--- config.mk ---
export PLATFORM = sky130hd
export DESIGN_NAME = multi_channel_p2s
export DESIGN_NICKNAME = d
export VERILOG_FILES = /design/src/rtl/kf_spi_pkg.sv /design/src/rtl/sync_2ff.sv /design/src/rtl/multi_channel_p2s.sv
export SDC_FILE = /design/constraint.sdc
export NUM_CORES = 1
export LEC_CHECK = 0
export BUFFER_PORTS_ARGS = -buffer_cell sky130_fd_sc_hd__buf_2
export CAP_MARGIN = 5
export CELL_PAD_IN_SITES_DETAIL_PLACEMENT = 0
export CELL_PAD_IN_SITES_GLOBAL_PLACEMENT = 2
export CORE_MARGIN = 5
export CORE_UTILIZATION = 30
export DETAILED_ROUTE_END_ITERATION = 8
export PLACE_DENSITY = 0.65
export SLEW_MARGIN = 20
export SYNTH_ARGS = -nofsm -noshare
export SYNTH_HDL_FRONTEND = slang
export SYNTH_SLANG_ARGS = --single-unit
export TNS_END_PERCENT = 50
--- constraint.sdc ---
create_clock -name clk -period 5.9 [get_ports clk]
set_input_delay 1.18 -clock clk [delete_from_list [all_inputs] [get_ports clk]]
set_output_delay 1.18 -clock clk [all_outputs]
set_load 0.005 [all_outputs]
--- src/rtl/kf_spi_pkg.sv ---
// Shared types and constants for the multi-channel parallel-to-serial SPI bridge.
package kf_spi_pkg;

  localparam int DEF_DATA_W = 16;
  localparam int DEF_NUM_CH = 3;

  typedef enum logic [1:0] {
    ST_IDLE  = 2'd0,
    ST_LOAD  = 2'd1,
    ST_SHIFT = 2'd2
  } state_e;

  // Status word: overflow in the top bit, valid mask starting at bit 0.
  localparam int MASK_BASE = 0;

  localparam logic                  IDLE_BIT  = 1'b1;
  localparam logic [DEF_DATA_W-1:0] IDLE_WORD = {DEF_DATA_W{IDLE_BIT}};

  function automatic int ovf_bit(input int data_w);
    return data_w - 1;
  endfunction

endpackage

--- src/rtl/sync_2ff.sv ---
// Two-flop synchroniser for a single asynchronous input, with a selectable reset value.
module sync_2ff #(
  parameter logic RST_VAL = 1'b0
) (
  input  logic clk,
  input  logic reset,
  input  logic d,
  output logic q
);

  logic meta_q, meta_d;
  logic sync_q, sync_d;

  always_comb begin
    meta_d = d;
    sync_d = meta_q;
  end

  // NOTE: sequential state always uses non-blocking (<=) so every flop samples pre-edge values.
  always_ff @(posedge clk or posedge reset) begin
    if (reset) begin
      meta_q <= RST_VAL;
      sync_q <= RST_VAL;
    end else begin
      meta_q <= meta_d;
      sync_q <= sync_d;
    end
  end

  assign q = sync_q;

endmodule

--- src/rtl/multi_channel_p2s.sv ---
// Latches per-channel filter words and serialises a status+channel frame to an SPI master
// (RP2350) whose SCK/CS are oversampled in the clk domain.
module multi_channel_p2s
  import kf_spi_pkg::*;
#(
  parameter int DATA_W = DEF_DATA_W,
  parameter int NUM_CH = DEF_NUM_CH
) (
  input  logic                     clk,
  input  logic                     reset,
  input  logic [NUM_CH*DATA_W-1:0] filtered_data,
  input  logic [NUM_CH-1:0]        filter_done,
  input  logic                     rpi_sck,
  input  logic                     rpi_cs,
  output logic                     rpi_miso,
  output logic                     overflow
);

  localparam int FRAME_W = (NUM_CH + 1) * DATA_W;
  localparam int CNT_W   = $clog2(FRAME_W) + 1;
  localparam int OVF_BIT = ovf_bit(DATA_W);
  localparam logic [DATA_W-1:0] FILL_WORD = {DATA_W{IDLE_BIT}};

  logic cs_s, sck_s;

  sync_2ff #(.RST_VAL(1'b1)) u_cs_sync  (.clk(clk), .reset(reset), .d(rpi_cs),  .q(cs_s));
  sync_2ff #(.RST_VAL(1'b0)) u_sck_sync (.clk(clk), .reset(reset), .d(rpi_sck), .q(sck_s));

  state_e               state_q, state_d;
  logic                 cs_prev_q, cs_prev_d;
  logic                 sck_prev_q, sck_prev_d;
  logic [DATA_W-1:0]    hold_q [NUM_CH];
  logic [DATA_W-1:0]    hold_d [NUM_CH];
  logic [NUM_CH-1:0]    valid_q, valid_d;
  logic [NUM_CH-1:0]    snap_mask_q, snap_mask_d;
  logic [NUM_CH-1:0]    done_since_q, done_since_d;
  logic                 overflow_q, overflow_d;
  logic                 ovf_since_q, ovf_since_d;
  logic [FRAME_W-1:0]   shift_q, shift_d;
  logic [CNT_W-1:0]     cnt_q, cnt_d;

  logic                 cs_fall, sck_fall, snap, frame_done, ovf_event;
  logic [NUM_CH-1:0]    clr_mask, valid_kept;
  logic [DATA_W-1:0]    status;
  logic [FRAME_W-1:0]   frame;

  // Frame image built from the current holding registers; captured on entry to LOAD.
  always_comb begin
    status = '0;
    status[OVF_BIT] = overflow_q;
    status[MASK_BASE +: NUM_CH] = valid_q;
    frame = '0;
    frame[FRAME_W-1 -: DATA_W] = status;
    for (int i = 0; i < NUM_CH; i++) begin
      frame[FRAME_W-1-(i+1)*DATA_W -: DATA_W] = valid_q[i] ? hold_q[i] : FILL_WORD;
    end
  end

  // NOTE: every always_comb output gets a default first so no path leaves it unassigned (no latch).
  always_comb begin
    state_d     = state_q;
    shift_d     = shift_q;
    cnt_d       = cnt_q;
    snap_mask_d = snap_mask_q;
    hold_d      = hold_q;
    cs_prev_d   = cs_s;
    sck_prev_d  = sck_s;
    cs_fall     = cs_prev_q & ~cs_s;
    sck_fall    = sck_prev_q & ~sck_s;
    snap        = 1'b0;
    frame_done  = 1'b0;

    unique case (state_q)
      ST_IDLE: begin
        if (cs_fall) begin
          state_d     = ST_LOAD;
          shift_d     = frame;
          cnt_d       = '0;
          snap_mask_d = valid_q;
          snap        = 1'b1;
        end
      end
      ST_LOAD: state_d = ST_SHIFT;
      ST_SHIFT: begin
        if (cs_s) begin
          state_d = ST_IDLE;
        end else if (sck_fall) begin
          shift_d = {shift_q[FRAME_W-2:0], 1'b1};
          cnt_d   = cnt_q + CNT_W'(1);
          if (cnt_d == CNT_W'(FRAME_W)) begin
            frame_done = 1'b1;
            state_d    = ST_IDLE;
          end
        end
      end
      default: state_d = ST_IDLE;
    endcase

    // Words strobed after the snapshot survive the end-of-frame clear; a strobe on the
    // clear cycle itself wins as well.
    clr_mask     = frame_done ? (snap_mask_q & ~done_since_q) : '0;
    valid_kept   = valid_q & ~clr_mask;
    ovf_event    = |(filter_done & valid_kept);
    valid_d      = valid_kept | filter_done;
    overflow_d   = (overflow_q & ~(frame_done & ~ovf_since_q)) | ovf_event;
    done_since_d = snap ? filter_done : (done_since_q | filter_done);
    ovf_since_d  = snap ? ovf_event   : (ovf_since_q | ovf_event);

    for (int i = 0; i < NUM_CH; i++) begin
      if (filter_done[i]) hold_d[i] = filtered_data[i*DATA_W +: DATA_W];
    end
  end

  always_ff @(posedge clk or posedge reset) begin
    if (reset) begin
      state_q      <= ST_IDLE;
      cs_prev_q    <= 1'b1;
      sck_prev_q   <= 1'b0;
      valid_q      <= '0;
      snap_mask_q  <= '0;
      done_since_q <= '0;
      overflow_q   <= 1'b0;
      ovf_since_q  <= 1'b0;
      shift_q      <= '1;
      cnt_q        <= '0;
      // NOTE: the holding array is only NUM_CH words, so it is reset like any other register.
      for (int i = 0; i < NUM_CH; i++) hold_q[i] <= '0;
    end else begin
      state_q      <= state_d;
      cs_prev_q    <= cs_prev_d;
      sck_prev_q   <= sck_prev_d;
      valid_q      <= valid_d;
      snap_mask_q  <= snap_mask_d;
      done_since_q <= done_since_d;
      overflow_q   <= overflow_d;
      ovf_since_q  <= ovf_since_d;
      shift_q      <= shift_d;
      cnt_q        <= cnt_d;
      hold_q       <= hold_d;
    end
  end

  assign rpi_miso = (state_q == ST_IDLE) ? 1'b1 : shift_q[FRAME_W-1];
  assign overflow = overflow_q;

endmodule

# == Word-level counts from Yosys, hierarchy flattened ==
# Index checks and enable logic that the tools add are counted.
# word_totals
output_inout_bits,2
register_bits,138
wordCells,75
# classes
reduce_logical,6
n_addsub,1
n_eq_ne,8
n_bitwise,17
n_mux,26
# ops
op,count
64-bit 2-to-1 mux,3
64-bit one-hot mux with 2 select lines,1
16-bit 2-to-1 mux,3
7-bit 2-to-1 mux,3
7-bit one-hot mux with 2 select lines,1
3-bit AND,3
1-bit 2-to-1 mux,8
2-bit 2-to-1 mux,4
"7-bit by 1-bit adder with 7-bit output, second input constant",1
"7-bit == test, second input constant",1
3-bit 2-to-1 mux,2
"2-bit != test, second input constant",3
"3-bit by 2-bit != test with 1-bit output, second input constant",2
3-bit NOT,2
3-bit OR,2
2-bit one-hot mux with 3 select lines,1
1-bit AND,4
1-bit NOT,4
4-bit AND reduction,1
3-bit AND reduction,1
3-bit OR reduction,1
"2-bit by 1-bit == test with 1-bit output, second input constant",1
"2-bit == test, second input constant",1
2-bit zero test,1
other kinds (3),4

# == Longest topological paths before layout ==
# Gate-level depths: netlist of the first run.
# logic_depth
ltp_word,13
ltp_mapped,9

# == By module ==
# Synthesis of the first run repeated with hierarchy kept, for this count alone.
# unflattened
cells_unflattened,547
hier_area_um2,6032.0
# modules_own_cells
module,cells_each,area_per_inst_um2,n_inst,seq_area_each_um2
multi_channel_p2s,541,5921.9,1,3434.5
sync_2ff at u_cs_sync,3,56.3,1,52.6
sync_2ff at u_sck_sync,3,53.8,1,50.0

# == Worst setup path before layout of the first run ==
# Ideal clock, no wire load.
# synth_timing
kind,input to register
startpoint,input port filter_done[1]
endpoint,register hold_q[16] in the netlist's numbering
arrival_time_ns,2.196
path_stages,3
setup_time_ns,0.125
path_buffers,2
slack_ns,3.579
cell_sequence,clkbuf_1 buf_1 mux2_2
# synth_lines
item,line,rtl
"start, declared",multi_channel_p2s.sv:12,"input logic [NUM_CH-1:0] filter_done,"
"end signal, assigned",multi_channel_p2s.sv:139,hold_q <= hold_d;
"end, declared",multi_channel_p2s.sv:32,logic [DATA_W-1:0] hold_q [NUM_CH];
# No word-level cell between the ends.

# == Worst setup path after layout of the first run ==
# layout_timing
startpoint,"register u_cs_sync.sync_q, in the netlist u_cs_sync.q"
endpoint,register shift_q[48]
# layout_between
elab_chain_len,4
# layout_rtl
item,line,rtl
"start, declared",sync_2ff.sv:12,"logic sync_q, sync_d;"
"start signal, assigned",sync_2ff.sv:26,sync_q <= sync_d;
1-bit NOT,multi_channel_p2s.sv:68,cs_fall = cs_prev_q & ~cs_s;
1-bit AND,multi_channel_p2s.sv:68,
2-bit != test (no source line),-,
4-bit AND reduction (no source line) (*),-,
"end signal, assigned",multi_channel_p2s.sv:137,shift_q <= shift_d;
"end, declared",multi_channel_p2s.sv:39,"logic [FRAME_W-1:0] shift_q, shift_d;"
# Every way passes the cells marked *; elsewhere a longest branch is shown, timed or not.
# A chain may end at the register's enable or synchronous reset.

==> flow_metrics.py, run 1 <==
metrics = {
    "status": {
        "outcome": "completed",
    },
    "grt": {
        "grt_pass1_vias": 3973,
        "grt.overflow.total": 0,
        "number_of_antenna_violations_at_the_first_check_in_global_routing": 0,
        "track_usage_pct": 11.1,
        "grt_max_degree": 113,
        "grt_first_pass_wirelength_um": 19900,
    },
    "floorplanning": {
        "die_outline_area_sq_mm": 0.0225,
        "die_x_um": 150,
        "design.portCount": 57,
        "core_region_area_sq_mm": 0.0194,
        "initial_core_util_pct": 30.4,
        "die_height_um": 150,
        "placement_rows": 51,
    },
    "sta": {
        "tns_ns": 0,
        "grt_setup_unrepaired": "no",
        "clock.fmax_mhz": 395,
        "timing_max_transition_violations_final": 0,
        "finalHoldViolCount": 0,
        "final_critical_path_setup_slack_ns": 3.37,
        "setup_violations": 0,
        "timing.max_slew.rel_slack_pct": 33.8,
        "timing_worst_slew_pin_value_ns": 0.993,
        "clock_skew_ns": 0.0112,
        "final.period_utilization_pct": 42.9,
        "finalCriticalPeriod_ns": 2.53,
        "finalHoldWorstSlack_ns": 0.350,
    },
    "flow_run": {
        "timing.max_cap.violations": 0,
    },
    "clock_tree": {
        "post_cts.repair.setup_buffers": 0,
        "cts_repair_resize_count": 0,
        "clk_path_buf_depth": 2,
        "cts_inserted_buffers": 17,
        "clk_pin_slew_ns": 0.06,
        "total_of_hold_buffers_inserted_after_clock_tree_synthesis": 0,
        "clk_sink_count": 138,
        "cts-htree-levels": 4,
        "clk_latency_ns": 0.41,
        "clock-root-buffer": "sky130_fd_sc_hd__clkbuf_16",
        "cts_tree": "done",
    },
    "layout": {
        "final_cell_count_no_fill": 834,
        "finish.utilization_pct": 36.3,
        "final_layout_size_suffix_gt1_share_pct": 37.3,
        "post_route_cell_area_sq_mm": 0.00704,
        "finalNetCount": 612,
        "number_of_antenna_diodes": 0,
        "layout-area-overhead-vs-synth_pct": 19.5,
    },
    "critical_path": {
        "worst_ep_required_time_ns": 6.25,
        "timing.critical_path.from_type": "register",
        "crit_start": "u_cs_sync.q",
        "critPathCaptureType": "register",
        "worst_r2r_path_depth": 6,
        "path_max_fanout": 112,
        "critical_path.reg2reg.startpoint": "u_cs_sync.q",
        "critical_path.endpoint": "shift_q[48]",
        "regToRegSetupSlack_ns": 3.37,
        "timing_worst_setup_path_type": "reg -> reg",
        "worst-endpoint-arrival_ns": 2.88,
        "r2r-end": "shift_q[48]",
    },
    "place": {
        "dp_cells": 802,
        "place.gp.congestion": 0.668,
        "detailed_place.area_sq_mm": 0.00637,
        "place_hpwl_um": 6920,
        "place_worst_setup_slack_ns": 3.31,
        "port_buffers": 56,
    },
    "pwr": {
        "fin_total_pwr_mw": 2.88,
        "power.static_leakage_nw": 2.91,
        "cellPowerDensity_mw_per_mm2": 410,
        "max-vdd-ir-drop_mv": 0.191,
    },
    "detailed_routing": {
        "avgViaCountPerCell": 4.59,
        "drt_pre_antenna_iters": 5,
        "vias": 3832,
        "drt_iter0_markers": 209,
        "average_routed_wire_per_standard_cell_um": 13.8,
        "route.antenna.remaining_nets": 0,
        "detail_route.wirelength_um": 11500,
        "detail_route.drc_violations": 0,
    },
    "logic_synthesis": {
        "synth.yosys.warnings": 0,
        "synth-seq-cells": 138,
        "syn_nets": 570,
        "synth_async_sr_flop_share_pct": 100,
        "ys_seq_area_share_pct": 60.1,
        "avg_cell_area_syn_sq_um": 11.5,
        "synth-edff-count": 0,
        "yosys_most_used_dff": "sky130_fd_sc_hd__dfrtp_1",
        "synth_area_sq_mm": 0.00589,
        "synthDistinctLibCells": 39,
        "synth_cells": 514,
    },
    "hold_path": {
        "worst_hold_path_cells": 0,
        "path_category_of_the_worst_min_delay_check": "reg -> reg",
    },
}
area by class of cell:
class / count / area (sq um)
repair buffers: 60 / 310
flip-flops and latches: 138 / 3540
inverters: 5 / 28.8
well taps: 265 / 332
clock inverters: 8 / 154
fillers: 1981 / 12400
multi-input cells: 334 / 2160
clock buffers: 24 / 512
flip-flops by register name, summed over array words and instances (netlist names), 2 cells and up:
signal,count
shift_q,64
hold_q,48
cnt_q,7
done_since_q,3
snap_mask_q,3
valid_q,3
state_q,2
cells in the mapped netlist, types with 6 or more instances:
library cell | count | share of area, %
sky130_fd_sc_hd__a22o_1 | 13 | 1.9
sky130_fd_sc_hd__mux2_2 | 48 | 9.2
sky130_fd_sc_hd__dfrtp_1 | 71 | 30
sky130_fd_sc_hd__nand2b_1 | 7 | 0.74
sky130_fd_sc_hd__clkbuf_1 | 25 | 1.6
sky130_fd_sc_hd__buf_2 | 6 | 0.51
sky130_fd_sc_hd__nand3b_1 | 47 | 6.0
sky130_fd_sc_hd__nand2_1 | 70 | 4.5
sky130_fd_sc_hd__dfstp_2 | 67 | 30
sky130_fd_sc_hd__o21ai_1 | 10 | 0.85
sky130_fd_sc_hd__o21ai_0 | 99 | 8.4
placed cells by master, fill, tap and decap left out, types with 2 or more instances in the layout:
cell type	instances
sky130_fd_sc_hd__dfrtp_1	71
sky130_fd_sc_hd__clkbuf_8	6
sky130_fd_sc_hd__nand3b_1	47
sky130_fd_sc_hd__mux2_2	48
sky130_fd_sc_hd__o211ai_1	4
sky130_fd_sc_hd__nand2b_1	7
sky130_fd_sc_hd__buf_4	4
sky130_fd_sc_hd__nand2_1	69
sky130_fd_sc_hd__o21ai_0	99
sky130_fd_sc_hd__xnor2_1	2
sky130_fd_sc_hd__inv_6	2
sky130_fd_sc_hd__and3_1	2
sky130_fd_sc_hd__nor2_1	4
sky130_fd_sc_hd__clkbuf_16	17
sky130_fd_sc_hd__a22oi_1	2
sky130_fd_sc_hd__inv_1	3
sky130_fd_sc_hd__bufinv_16	4
sky130_fd_sc_hd__a22o_1	13
sky130_fd_sc_hd__dfstp_2	67
sky130_fd_sc_hd__a21o_1	3
sky130_fd_sc_hd__buf_2	56
sky130_fd_sc_hd__o21ai_1	10
sky130_fd_sc_hd__clkinv_4	3
sky130_fd_sc_hd__nand3_1	4
sky130_fd_sc_hd__nand4_1	3
worst min-delay path by stage:
| stage | slack [ns] | endpoint | startpoint |
|---|---|---|---|
| after floorplan | 0.33 | u_sck_sync.q | u_sck_sync.meta_q |
| after global placement | 0.34 | u_sck_sync.q | u_sck_sync.meta_q |
| after detailed placement | 0.34 | u_sck_sync.q | u_sck_sync.meta_q |
| after CTS | 0.35 | u_sck_sync.q | u_sck_sync.meta_q |
| after global routing | 0.37 | u_sck_sync.q | u_sck_sync.meta_q |
| final | 0.35 | u_sck_sync.q | u_sck_sync.meta_q |
power breakdown:
part           internal, mW  switching, mW  leakage (nW)
logic                 0.152          0.198          1.06
registers              1.26         0.0979          1.53
clock network         0.779          0.402         0.323
total                  2.19          0.698          2.91
cells by family (layout without fill, tap and decap cells):
group,Yosys count,count (layout),share of synthesized area [%]
AOI/OAI and AO/OA,140,140,13.6
buffers and inverters,42,97,3.40
xor gates and xnor gates,2,2,0.297
and+or+nand+nor,142,142,13.0
DFF,138,138,60.1
adders and majority gates,1,1,0.212
muxes,49,49,9.35
critical path: stages, from the launching register on:
cell and delay, ns:
sky130_fd_sc_hd__dfstp_2 0.55, sky130_fd_sc_hd__or4b_1 0.33, sky130_fd_sc_hd__clkinv_4 0.15, sky130_fd_sc_hd__o22ai_4 0.23, sky130_fd_sc_hd__buf_4 0.77, sky130_fd_sc_hd__a22oi_1 0.20, sky130_fd_sc_hd__nand2_1 0.12
metal layers:
layer,global-route usage (%),vias up,part of all wire (%),wire length (um)
met1,15.6,1854,51,5860
met4,3.84,0,1.0,115
met2,16.0,67,44,5110
met5,0,-,0,0
met3,3.52,7,3.6,413
li1,-,1904,-,-
(Power assumes the default switching activity.)
==> run 2, diff against run 1 <==
clock period = 2.4 ns   (was 5.9 ns; I/O delays follow)
==> flow_metrics.py, run 2 (synthesis gave the netlist of run 1 again) <==
metrics = {
    "status": {
        "outcome": "completed",
    },
    "flow_run": {
        "timing.max_cap.violations": 0,
    },
    "sta": {
        "grt_setup_unrepaired": "no",
        "finalHoldViolCount": 0,
        "finalHoldWorstSlack_ns": 0.160,
        "tns_ns": 0,
        "finalCriticalPeriod_ns": 2.06,
        "timing.max_slew.rel_slack_pct": 54.1,
        "clock.fmax_mhz": 486,
        "final.period_utilization_pct": 85.8,
        "timing_max_transition_violations_final": 0,
        "timing_worst_slew_pin_value_ns": 0.688,
        "clock_skew_ns": 0.00846,
        "setup_violations": 0,
    },
    "grt": {
        "grt_pass1_vias": 4083,
        "track_usage_pct": 11.2,
        "grt_max_degree": 67,
        "grt_first_pass_wirelength_um": 20200,
        "grt.overflow.total": 0,
        "number_of_antenna_violations_at_the_first_check_in_global_routing": 0,
    },
    "layout": {
        "registers.top_by_ff_count": "shift_q",
        "number_of_antenna_diodes": 0,
        "layout-area-overhead-vs-synth_pct": 20.5,
        "largest_registers": "shift_q x64, hold_q x48, cnt_q x7",
        "ff_latch_area_sq_mm": 0.00354,
        "layout.cells.most_common": "sky130_fd_sc_hd__o21ai_0",
        "highest_count_cells_in_the_layout_ignoring_fill_and_taps": "sky130_fd_sc_hd__o21ai_0, sky130_fd_sc_hd__dfrtp_1, sky130_fd_sc_hd__nand2_1",
        "layout.filler_cells": 1987,
        "final_layout_size_suffix_gt1_share_pct": 37.7,
        "largest_register_ff_count": 64,
        "multi_input_comb_area_sq_mm": 0.00216,
        "finalNetCount": 621,
    },
    "place": {
        "place_hpwl_um": 7600,
        "place.gp.congestion": 0.748,
        "port_buffers": 56,
    },
    "clock_tree": {
        "cts-htree-levels": 4,
        "clock-root-buffer": "sky130_fd_sc_hd__clkbuf_16",
        "cts_tree": "done",
        "clk_sink_count": 138,
        "post_cts.repair.setup_buffers": 0,
        "clk_pin_slew_ns": 0.06,
        "cts_inserted_buffers": 17,
        "clk_path_buf_depth": 2,
        "clk_latency_ns": 0.42,
    },
    "pwr": {
        "switching_share_pct": 24.4,
        "cellPowerDensity_mw_per_mm2": 992,
        "clkPwrFrac_pct": 40.1,
        "max-vdd-ir-drop_mv": 0.482,
        "power.switching_mw": 1.72,
        "share_seq_of_total_power_pct": 47.2,
        "fin_total_pwr_mw": 7.04,
        "power.combinational.fraction_pct": 12.7,
        "power.internal_mw": 5.32,
        "power.static_leakage_nw": 2.94,
    },
    "detailed_routing": {
        "avgViaCountPerCell": 4.56,
        "vias": 3842,
        "drt_iter0_markers": 181,
        "route.antenna.remaining_nets": 0,
        "detail_route.wirelength_um": 11700,
        "detail_route.drc_violations": 0,
        "drt_pre_antenna_iters": 4,
        "average_routed_wire_per_standard_cell_um": 13.9,
    },
    "hold_path": {
        "worst_min_path_start": "rpi_cs",
        "path_category_of_the_worst_min_delay_check": "in -> reg",
        "hold_path_end": "u_cs_sync.meta_q",
        "worst_hold_path_cells": 1,
    },
    "floorplanning": {
        "placement_rows": 51,
        "die_height_um": 150,
        "die_x_um": 150,
        "die_outline_area_sq_mm": 0.0225,
        "core_region_area_sq_mm": 0.0194,
        "initial_core_util_pct": 30.4,
        "design.portCount": 57,
    },
    "critical_path": {
        "worst_ep_required_time_ns": 2.68,
        "cp_common_cell": "sky130_fd_sc_hd__o211ai_1",
        "r2r-end": "overflow",
        "critical_path.reg2reg.startpoint": "cnt_q[0]",
        "regToRegSetupSlack_ns": 0.34,
        "worst-endpoint-arrival_ns": 2.34,
        "critPathCaptureType": "register",
        "path_cells": "ha_1, xnor2_1, nor4b_1, o211ai_1, o211ai_1, nand4_1",
        "cp_slowest_stage_delay_ns": 0.43,
        "worst_r2r_path_depth": 6,
        "path_max_fanout": 7,
        "timing.critical_path.from_type": "register",
        "cell_with_the_largest_stage_delay_on_the_worst_path": "sky130_fd_sc_hd__dfrtp_1",
        "timing_worst_setup_path_type": "reg -> reg",
    },
}
run 2: worst max path at each step:
stage               startpoint          end  slack [ns]  cells after the start
floorplan                reset     cnt_q[0]        0.25                      1
global placement      cnt_q[0]  ovf_since_q        0.42                      6
detailed placement    cnt_q[0]     overflow        0.34                      6
CTS                   cnt_q[0]     overflow        0.31                      6
global route          cnt_q[0]  ovf_since_q        0.11                      6
finish                cnt_q[0]     overflow        0.34                      6
run 2: layout make-up:
cell class,count,share of cell area (%)
Clock buffer,20,6.15
Clock inverter,12,2.75
Inverter,5,0.388
Multi-Input combinational cell,334,30.5
Sequential cell,138,49.9
Tap cell,265,4.67
Timing Repair Buffer,69,5.71
run 2: per-layer routing:
layer	share of wire (%)	wire [um]	up-vias	track usage, %
li1	-	-	1925	-
met1	50	5840	1841	14.9
met2	44	5190	64	16.9
met3	4.3	502	12	3.94
met4	1.4	161	0	3.93
met5	0	0	-	0
run 2: through the flow:
step           util, %  instance area (sq um)  setup WS [ns]  instances
2_1_floorplan        -                   5890          0.254        514
6_report          36.6                   7100          0.341        843
5_1_grt           36.6                   7100          0.106        843
4_1_cts           36.6                   7100          0.313        843
3_5_place_dp      33.3                   6450          0.338        810
3_3_place_gp      33.3                   6450          0.423        810
run 2: worst max-delay path, delay by kind of cell, from the launching register on:
family	cells	cell delay [ns]
compound gates	2	0.58
simple gates	2	0.48
flops	1	0.43
fa+ha+maj	1	0.29
xor+xnor	1	0.15
run 2: power groups by stage:
stage,Sequential [mW],Combinational (mW),Clock [mW]
finish,3.33,0.892,2.82
global route,3.39,1.05,3.02
CTS,3.33,0.919,2.91
detailed placement,3.36,0.916,0
global placement,3.36,0.885,0
floorplan,3.28,0.724,0
run 2: what timing repair did:
action,4_1_cts,5_1_grt
hold buffers,1,0
resized for setup,0,0
endpoints found under the hold margin,1,0
